<file path="src/rtl/mips_muldiv_pkg.sv">
// Shared types for the MIPS multiply/divide unit: op encoding, FSM states, counter sizing.
package mips_muldiv_pkg;

   typedef enum logic [2:0] {
      MD_MULT  = 3'd0,
      MD_MULTU = 3'd1,
      MD_DIV   = 3'd2,
      MD_DIVU  = 3'd3,
      MD_MTHI  = 3'd4,
      MD_MTLO  = 3'd5
   } md_op_e;

   typedef enum logic [1:0] {
      ST_IDLE = 2'd0,
      ST_ITER = 2'd1,
      ST_FIX  = 2'd2
   } md_state_e;

   localparam int MD_WIDTH_DEFAULT = 32;

   // Counter must hold WIDTH-1 with headroom; width is $clog2(WIDTH)+1.
   function automatic int md_cnt_width(input int width);
      return $clog2(width) + 1;
   endfunction

endpackage

</file>
<file path="src/rtl/mips_divider_core.sv">
// Unsigned restoring divider datapath: one quotient bit per step, operands loaded as magnitudes.
module mips_divider_core #(
   parameter int WIDTH = 32
) (
   input  logic             clk,
   input  logic             reset,
   input  logic             load,
   input  logic             step,
   input  logic [WIDTH-1:0] dividend,
   input  logic [WIDTH-1:0] divisor,
   output logic [WIDTH-1:0] quotient,
   output logic [WIDTH-1:0] remainder
);

   logic [WIDTH-1:0] divisor_q;
   logic [WIDTH:0]   partial;
   logic [WIDTH:0]   trial;

   // Dividend bits shift out of the quotient register into the partial remainder.
   assign partial = {remainder, quotient[WIDTH-1]};
   assign trial   = partial - {1'b0, divisor_q};

   always_ff @(posedge clk) begin
      if (reset) begin
         quotient  <= '0;
         remainder <= '0;
         divisor_q <= '0;
      end else if (load) begin
         quotient  <= dividend;
         remainder <= '0;
         divisor_q <= divisor;
      end else if (step) begin
         if (!trial[WIDTH]) begin
            remainder <= trial[WIDTH-1:0];
            quotient  <= {quotient[WIDTH-2:0], 1'b1};
         end else begin
            remainder <= partial[WIDTH-1:0];
            quotient  <= {quotient[WIDTH-2:0], 1'b0};
         end
      end
   end

endmodule

</file>
<file path="src/rtl/mips_muldiv_unit.sv">
// Iterative MULT/MULTU/DIV/DIVU unit owning HI/LO. Define MULDIV_FAST_MUL_EN for single-edge multiplies.
//  state   | meaning
//  IDLE    | waiting; MTHI/MTLO write here, arithmetic ops load operands
//  ITER    | WIDTH shift-add or restoring-divide steps
//  FIX     | sign correction, HI/LO write, done pulse armed
module mips_muldiv_unit
   import mips_muldiv_pkg::*;
#(
   parameter int WIDTH = MD_WIDTH_DEFAULT
) (
   input  logic             clk,
   input  logic             reset,
   input  logic             clk_enable,
   input  logic             start,
   input  logic [2:0]       op,
   input  logic [WIDTH-1:0] rs_val,
   input  logic [WIDTH-1:0] rt_val,
   output logic             busy,
   output logic             done,
   output logic             div_zero,
   output logic [WIDTH-1:0] hi,
   output logic [WIDTH-1:0] lo
);

   localparam int CNT_W = md_cnt_width(WIDTH);

   md_state_e          state, state_nx;
   logic [CNT_W-1:0]   cnt;
   logic               is_div_q, neg_q, rem_neg_q, dz_q;
   logic [WIDTH-1:0]   mcand_q;
   logic [2*WIDTH-1:0] acc;
   logic [WIDTH:0]     acc_sum;
   logic [WIDTH-1:0]   quo, rem, abs_rs, abs_rt;
   logic [2*WIDTH-1:0] mul_res;
   logic [WIDTH-1:0]   q_res, r_res;
   logic               req_arith, req_div, req_signed, req_fast, req_iter, req_dz;
   logic               load_op, div_step, fix_now, last_iter;

   assign req_arith  = start && (op == MD_MULT || op == MD_MULTU || op == MD_DIV || op == MD_DIVU);
   assign req_div    = op[1] & ~op[2];
   assign req_signed = ~op[0];
   assign req_dz     = req_div && (rt_val == '0);
`ifdef MULDIV_FAST_MUL_EN
   assign req_fast   = req_arith && !req_div;
`else
   assign req_fast   = 1'b0;
`endif
   assign req_iter   = req_arith && !req_fast;
   assign abs_rs     = (req_signed && rs_val[WIDTH-1]) ? -rs_val : rs_val;
   assign abs_rt     = (req_signed && rt_val[WIDTH-1]) ? -rt_val : rt_val;
   assign last_iter  = (cnt == CNT_W'(WIDTH - 1));
   assign acc_sum    = {1'b0, acc[2*WIDTH-1:WIDTH]} + (acc[0] ? {1'b0, mcand_q} : '0);

   assign mul_res = neg_q ? -acc : acc;
   assign q_res   = neg_q ? -quo : quo;
   assign r_res   = rem_neg_q ? -rem : rem;

   mips_divider_core #(.WIDTH(WIDTH)) u_div (
      .clk       (clk),
      .reset     (reset),
      .load      (load_op && clk_enable),
      .step      (div_step && clk_enable),
      .dividend  (abs_rs),
      .divisor   (abs_rt),
      .quotient  (quo),
      .remainder (rem)
   );

   always_ff @(posedge clk) begin
      if (reset)           state <= ST_IDLE;
      else if (clk_enable) state <= state_nx;
   end

   always_comb begin
      state_nx = state;
      case (state)
         ST_IDLE: if (req_iter) state_nx = req_dz ? ST_FIX : ST_ITER;
         ST_ITER: if (last_iter) state_nx = ST_FIX;
         ST_FIX:  state_nx = ST_IDLE;
         default: state_nx = ST_IDLE;
      endcase
   end

   always_comb begin
      busy     = 1'b0;
      load_op  = 1'b0;
      div_step = 1'b0;
      fix_now  = 1'b0;
      case (state)
         ST_IDLE: load_op = req_iter;
         ST_ITER: begin
            busy     = 1'b1;
            div_step = is_div_q;
         end
         ST_FIX: begin
            busy    = 1'b1;
            fix_now = 1'b1;
         end
         default: ;
      endcase
   end

`ifdef MULDIV_FAST_MUL_EN
   logic [2*WIDTH-1:0] fast_prod;
   always_comb begin
      if (op[0]) fast_prod = {{WIDTH{1'b0}}, rs_val} * {{WIDTH{1'b0}}, rt_val};
      else       fast_prod = {{WIDTH{rs_val[WIDTH-1]}}, rs_val} * {{WIDTH{rt_val[WIDTH-1]}}, rt_val};
   end
`endif

   always_ff @(posedge clk) begin
      if (reset) begin
         cnt       <= '0;
         is_div_q  <= 1'b0;
         neg_q     <= 1'b0;
         rem_neg_q <= 1'b0;
         dz_q      <= 1'b0;
         mcand_q   <= '0;
         acc       <= '0;
         hi        <= '0;
         lo        <= '0;
         done      <= 1'b0;
         div_zero  <= 1'b0;
      end else if (clk_enable) begin
         done     <= 1'b0;
         div_zero <= 1'b0;
         if (load_op) begin
            cnt       <= '0;
            is_div_q  <= req_div;
            dz_q      <= req_dz;
            neg_q     <= req_signed && (rs_val[WIDTH-1] ^ rt_val[WIDTH-1]);
            rem_neg_q <= req_signed && rs_val[WIDTH-1];
            mcand_q   <= abs_rs;
            acc       <= {{WIDTH{1'b0}}, abs_rt};
         end
         if (state == ST_ITER) begin
            cnt <= cnt + CNT_W'(1);
            if (!is_div_q) acc <= {acc_sum, acc[WIDTH-1:1]};
         end
         if (fix_now) begin
            done     <= 1'b1;
            div_zero <= dz_q;
            if (!dz_q) begin
               hi <= is_div_q ? r_res : mul_res[2*WIDTH-1:WIDTH];
               lo <= is_div_q ? q_res : mul_res[WIDTH-1:0];
            end
         end
         if (state == ST_IDLE && start) begin
            if (op == MD_MTHI)      hi <= rs_val;
            else if (op == MD_MTLO) lo <= rs_val;
         end
`ifdef MULDIV_FAST_MUL_EN
         if (state == ST_IDLE && req_fast) begin
            hi   <= fast_prod[2*WIDTH-1:WIDTH];
            lo   <= fast_prod[WIDTH-1:0];
            done <= 1'b1;
         end
`endif
      end
   end

endmodule

</file>
<file path="config.mk">
export PLATFORM = sky130hd
export DESIGN_NAME = mips_muldiv_unit
export DESIGN_NICKNAME = d
export VERILOG_FILES = /design/src/rtl/mips_muldiv_pkg.sv /design/src/rtl/mips_divider_core.sv /design/src/rtl/mips_muldiv_unit.sv
export SDC_FILE = /design/constraint.sdc
export NUM_CORES = 1
export LEC_CHECK = 0
export CELL_PAD_IN_SITES_DETAIL_PLACEMENT = 0
export CELL_PAD_IN_SITES_GLOBAL_PLACEMENT = 2
export CORE_MARGIN = 2
export CORE_UTILIZATION = 36
export DETAILED_ROUTE_END_ITERATION = 10
export GPL_TIMING_DRIVEN = 0
export HOLD_SLACK_MARGIN = 0.06
export PLACE_DENSITY = 0.84
export SLEW_MARGIN = 0
export SYNTH_ARGS = -nofsm -noshare
export SYNTH_HDL_FRONTEND = slang
export SYNTH_SLANG_ARGS = --single-unit
export TNS_END_PERCENT = 100
</file>
<file path="constraint.sdc">
create_clock -name clk -period 4.1 [get_ports clk]
set_input_delay 0.41 -clock clk [delete_from_list [all_inputs] [get_ports clk]]
set_output_delay 0.41 -clock clk [all_outputs]
set_load 0.01 [all_outputs]
</file>
# After elaboration in Yosys (flattened, before gate mapping)
# Index checks and enable logic that the tools add are counted.
[totals]
regBits = 270
input_bits = 71
out_inout_bits = 67
wordCells = 94
[op_classes]
n_addsub = 8
eq_ne = 10
mux = 36
bitwise = 4
reduce_logical = 21
[ops]
columns = ["op", "count"]
rows = [
  ["2-to-1 mux 32 bit", 19],
  ["2-to-1 mux 64 bit", 4],
  ["negator 32 bit", 4],
  ["negator 64 bit", 1],
  ["adder 32 x 32 -> 33 bit", 1],
  ["subtractor 33 x 32 -> 33 bit", 1],
  ["zero test 32 bit", 1],
  ["2-to-1 mux 6 bit", 2],
  ["logical AND 1 bit", 8],
  ["2-to-1 mux 1 bit", 7],
  ["adder 6 x 1 -> 6 bit (second input constant)", 1],
  ["== test 3 x 2 -> 1 bit (second input constant)", 2],
  ["== test 3 bit (second input constant)", 2],
  ["== test 6 x 5 -> 1 bit (second input constant)", 1],
  ["2-to-1 mux 2 bit", 3],
  ["inequality test 2 bit (second input constant)", 2],
  ["case mux 2 bit (2 select lines)", 1],
  ["AND reduction 2 bit", 2],
  ["nonzero test 2 bit", 2],
  ["OR reduction 2 bit", 2],
  ["== test 3 x 1 -> 1 bit (second input constant)", 1],
  ["zero test 3 bit", 1],
  ["logical OR 1 bit", 3],
  ["AND reduction 3 bit", 1],
  ["6 further kinds", 7],
]

# Depth between registers and ports, before layout
[depth]
ltp_word = 9
depth_mapped = 14
depth_no_buf = 12

# By module
# Synthesis repeated with hierarchy kept, for this count alone.
[unflattened]
hier_cells = 2543
area_unflattened_um2 = 19035.8
[modules_own_cells]
columns = ["module", "n_inst", "cells_per_inst", "area_each_um2", "seq_area_each_um2"]
rows = [
  ["mips_muldiv_unit", 1, 1807, 13275.2, 3483.3],
  ["mips_divider_core", 1, 736, 5760.5, 1921.8],
]

# Worst setup path after synthesis
# No wires, ideal clock.
[synth_timing]
path_type = "reg2reg"
startpoint = "register acc[0]"
endpoint = "register hi[18]"
setup_ps = 58
arrival_ps = 3304
required_time_ps = 4042
setup_slack_ps = 738
stages_incl_launch_ff = 12
path_buffers = 0
period_less_slack_ps = 3362
path_cell_list = "dfxtp_1 -> inv_1 -> ha_1 -> or4b_1 -> nor3_2 -> nand4_1 -> or3_1 -> o41ai_1 -> xor2_1 -> or4_1 -> a211oi_1 -> a31o_2"
[synth_between]
elab_chain_len = 7
[synth_lines]
columns = ["item", "line_no", "rtl"]
rows = [
  ["from (decl)", "mips_muldiv_unit.sv:31", "logic [2*WIDTH-1:0] acc;"],
  ["from (signal assigned)", "mips_muldiv_unit.sv:134", "acc <= {{WIDTH{1'b0}}, abs_rt};"],
  ["from (signal assigned)", "mips_muldiv_unit.sv:138", "if (!is_div_q) acc <= {acc_sum, acc[WIDTH-1:1]};"],
  ["negator 64 bit (*)", "mips_muldiv_unit.sv:54", "assign mul_res = neg_q ? -acc : acc;"],
  ["2-to-1 mux 64 bit (*)", "mips_muldiv_unit.sv:54", ""],
  ["2-to-1 mux 32 bit (*)", "mips_muldiv_unit.sv:144", "hi <= is_div_q ? r_res : mul_res[2*WIDTH-1:WIDTH];"],
  ["2-to-1 mux 32 bit (*)", "mips_muldiv_unit.sv:143", "if (!dz_q) begin"],
  ["2-to-1 mux 32 bit (*)", "mips_muldiv_unit.sv:140", "if (fix_now) begin"],
  ["2-to-1 mux 32 bit", "mips_muldiv_unit.sv:149", "if (op == MD_MTHI) hi <= rs_val;"],
  ["2-to-1 mux 32 bit (*)", "mips_muldiv_unit.sv:148", "if (state == ST_IDLE && start) begin"],
  ["to (signal assigned)", "mips_muldiv_unit.sv:144", ""],
  ["to (signal assigned)", "mips_muldiv_unit.sv:149", ""],
  ["to (decl)", "mips_muldiv_unit.sv:21", "output logic [WIDTH-1:0] hi,"],
]
# Mark *: on every way between the ends. The rest lies on a longest branch, timed or not.
# A chain may end at the register's enable or synchronous reset.

# Final worst setup path
[layout_timing]
startpoint = "register acc[2]"
endpoint = "register hi[31]"
# The elaborated chain is that of the path after synthesis.

==> impl_metrics.py <==
metrics = {
    "global_route": {
        "antenna_found_initial": 2,
        "grt.total_usage": 0.323,
        "globalRoute.totalOverflow": 0,
        "grt_max_degree": 14,
        "first_global_vias": 18867,
        "first_pass_grt_wire_length_mm": 129,
    },
    "clock_network": {
        "cts_tree": "done",
        "total_clock_sinks": 270,
        "cts-root-buf": "clkbuf_16",
        "ctsLongestPathBuffers": 3,
        "numCtsBuffers": 34,
        "worstSkewPairLatency_ns": 0.56,
        "clk_pin_slew_ns": 0.06,
        "number_of_h_tree_levels": 2,
        "cts_hold_buf": 0,
    },
    "finish": {
        "final_common_cell": "nor2_1",
        "multi_input_area_um2": 12600,
        "layout-drive-gt1-share": 0.0456,
        "final-instance-count-excl-fill": 3334,
        "commonest_cells_after_routing_fill_and_taps_aside": "nor2_1, dfxtp_1, a21oi_1",
        "fillers": 5397,
        "design.final.nets": 2774,
        "register_area_um2": 5410,
        "area_growth_pct": 18.2,
    },
    "power": {
        "vdd_drop_max_uv": 228,
        "leakagePower_nw": 8.34,
        "total_power_per_unit_cell_area_nw_per_um2": 352,
    },
    "worst_setup_path": {
        "crit_path_top_delay_cell": "o41ai_1",
        "critPathArrivalTime_ns": 4.45,
        "worst-endpoint-required_ns": 4.54,
        "regToRegEndpoint": "hi[31]",
        "rr_worst_depth": 11,
        "worstSetupEndpointType": "flop",
        "reg2reg_setup_slack_ns": 0.1,
        "critPathLaunchType": "flop",
        "end_point_of_the_critical_path": "hi[31]",
        "source_of_the_critical_timing_path": "acc[2]",
        "crit_path_cell_trace": "buf_2, or4_1, clkbuf_1, nor4_4, nand4_4, or3b_1, buf_2, or3_1, o41ai_1, a2111oi_1, o21a_1",
        "critical_path.reg2reg.startpoint": "acc[2]",
        "critPathMostFrequentCell": "buf_2",
        "critPathMaxFanout": 9,
        "worst_setup_path_type": "reg2reg",
        "critPathMaxStageDelay_ns": 0.52,
    },
    "synthesis": {
        "synth_async_sr_flop_share": 0,
        "post-synth-top-area-fraction": 0.287,
        "syn_area_per_cell_um2": 7.68,
        "synth_seq_area_share": 0.287,
        "ys_types": 74,
        "netlist_instances": 2457,
        "yosysWarnings": 0,
        "synth_area_leader_cell": "dfxtp_1",
        "synth_area_leaders": "dfxtp_1, a21oi_1, nor2_1, xnor2_1, ha_1",
        "synth_fp_nets": 2603,
        "synth_ff_type": "dfxtp_1",
        "number_of_enable_flip_flop_cells_after_synthesis": 0,
        "total_standard_cell_area_after_synthesis_um2": 18900,
        "yosys_register_bits": 270,
    },
    "drt": {
        "drt-wirelength-per-cell_um": 26.9,
        "number_of_design_rule_violations_left_after_detail_routing": 0,
        "drt.antenna.violating_nets": 0,
        "dr.pass1.iters": 7,
        "drt-initial-drc-count": 2117,
        "via_count_of_the_routed_design": 20362,
        "detail_route.wirelength_mm": 89.7,
        "route.detailed.vias_per_inst": 6.11,
    },
    "sta": {
        "grt_setup_unrepaired": "false",
        "worst_hold_slack_ns": 0.359,
        "timing.final.crit_share": 0.976,
        "slew_headroom": 0.0283,
        "final-max-slew-violation-count": 0,
        "skew_ns": 0.0227,
        "report.final.setup_viol": 0,
        "worst_slew_pin_slew_ns": 1.45,
        "final_period_minus_worst_setup_slack_ns": 4.00,
        "hold_viol_final": 0,
        "clock.fmax_mhz": 250,
    },
    "placement": {
        "io_buffers": 131,
        "hpwl_mm": 70.4,
        "replace_congestion": 0.956,
        "post-place-cells": 3268,
    },
    "worst_hold_path": {
        "holdCritPathClass": "in2reg",
    },
    "floorplanning": {
        "ioPinCount": 138,
        "die_y_um": 233,
        "die_x_um": 233,
        "core_region_area_um2": 51500,
        "die-area_um2": 54200,
        "floorplan.initialDensity": 0.366,
        "rows": 83,
    },
    "outcome": {
        "result_of_the_run": "finished clean",
    },
    "job": {
        "max_cap_violations": 0,
    },
}
[repair_timing]
item,CTS,global route
buffers inserted,2,3
gates cloned,0,0
resized for setup,6,7
hold endpoints to repair,0,0
pin swaps,2,3
setup endpoints to repair,36,41
[power by group]
group / switching, mW / internal [mW] / total [mW]
sequential: 0.131 / 2.74 / 2.87
clock: 1.28 / 1.99 / 3.27
combinational: 1.09 / 0.604 / 1.69
total: 2.50 / 5.33 / 7.84
[synthesized netlist by cell type (22+ instances only)]
cell type,count
a211oi_1,57
a21o_1,36
a21oi_1,257
and2_1,45
clkbuf_1,153
dfxtp_1,270
ha_1,73
inv_1,65
mux2i_1,50
nand2_1,175
nand3_1,46
nor2_1,276
nor3_1,57
nor4_1,27
o21a_1,24
o21ai_0,165
o221ai_1,37
o22ai_1,27
o31ai_1,41
or3_1,29
or4_1,22
xnor2_1,112
xor2_1,94
[critical path, delay by kind of cell, from the launching register on]
kind,cells,cell delay [ns]
flip-flops,1,0.30
AO/OA/AOI/OAI,3,0.93
buffers and inverters,3,0.57
AND/OR/NAND/NOR,5,2.09
[cells by family (layout without fill, tap and decap cells)]
logic type | count (synthesis) | count (layout) | share of synthesized area
other | 0 | 1 | 0
AO/OA/AOI/OAI | 815 | 815 | 0.277
multiplexers | 59 | 59 | 0.0373
adder cells (fa/ha/maj) | 75 | 75 | 0.0506
AND/OR/NAND/NOR | 791 | 791 | 0.204
XOR/XNOR | 206 | 206 | 0.0957
buffers and inverters | 241 | 437 | 0.0488
flip-flops | 270 | 270 | 0.287
[layer usage]
layer | routed length, um | GRT usage | share of wire | vias up
met3 | 7320 | 0.0537 | 0.082 | 148
met2 | 39100 | 0.501 | 0.44 | 936
met5 | 11 | 0 | 0.00012 | -
met4 | 3190 | 0.110 | 0.036 | 2
met1 | 40100 | 0.453 | 0.45 | 9951
li1 | - | - | - | 9325
[state kept, by name (all words and copies together) (netlist names), 6 cells and up]
| register | count |
|---|---|
| acc | 64 |
| lo | 32 |
| u_div.quotient | 32 |
| u_div.remainder | 32 |
| mcand_q | 32 |
| cnt | 6 |
| u_div.divisor_q | 32 |
| hi | 32 |
[through the flow]
step           setup WS [ns]  cell area (um2)  TNS, ns  power (mW)   util
5_1_grt             0.000313            22300        0        8.07  0.433
3_5_place_dp          -0.755            21000   -14.00        4.54  0.408
2_1_floorplan          0.738            18900        0        3.85      -
6_report              0.0971            22300        0        7.84  0.433
4_1_cts            0.0000151            22200        0        7.80  0.432
3_3_place_gp          -0.713            21000   -13.01        4.53  0.408
[cell type report]
type / instances / share of cell area
Sequential cell: 270 / 0.243
Multi-Input combinational cell: 1946 / 0.564
Inverter: 66 / 0.0111
Timing Repair Buffer: 136 / 0.0605
Clock inverter: 11 / 0.00741
Antenna cell: 1 / 0.000112
Tap cell: 680 / 0.0382
Clock buffer: 50 / 0.0460
Buffer: 174 / 0.0302
[worst min path at each step]
stage	from	slack, ns	to	cells past startpoint
finish	rs_val[23]	0.36	lo[23]	3
detailed placement	mcand_q[29]	0.44	mcand_q[29]	2
global route	rs_val[23]	0.37	lo[23]	3
global placement	mcand_q[29]	0.44	mcand_q[29]	2
floorplan	mcand_q[29]	0.42	mcand_q[29]	2
CTS	rs_val[23]	0.34	lo[23]	3
Note: power is estimated with default switching activity, not from simulation.
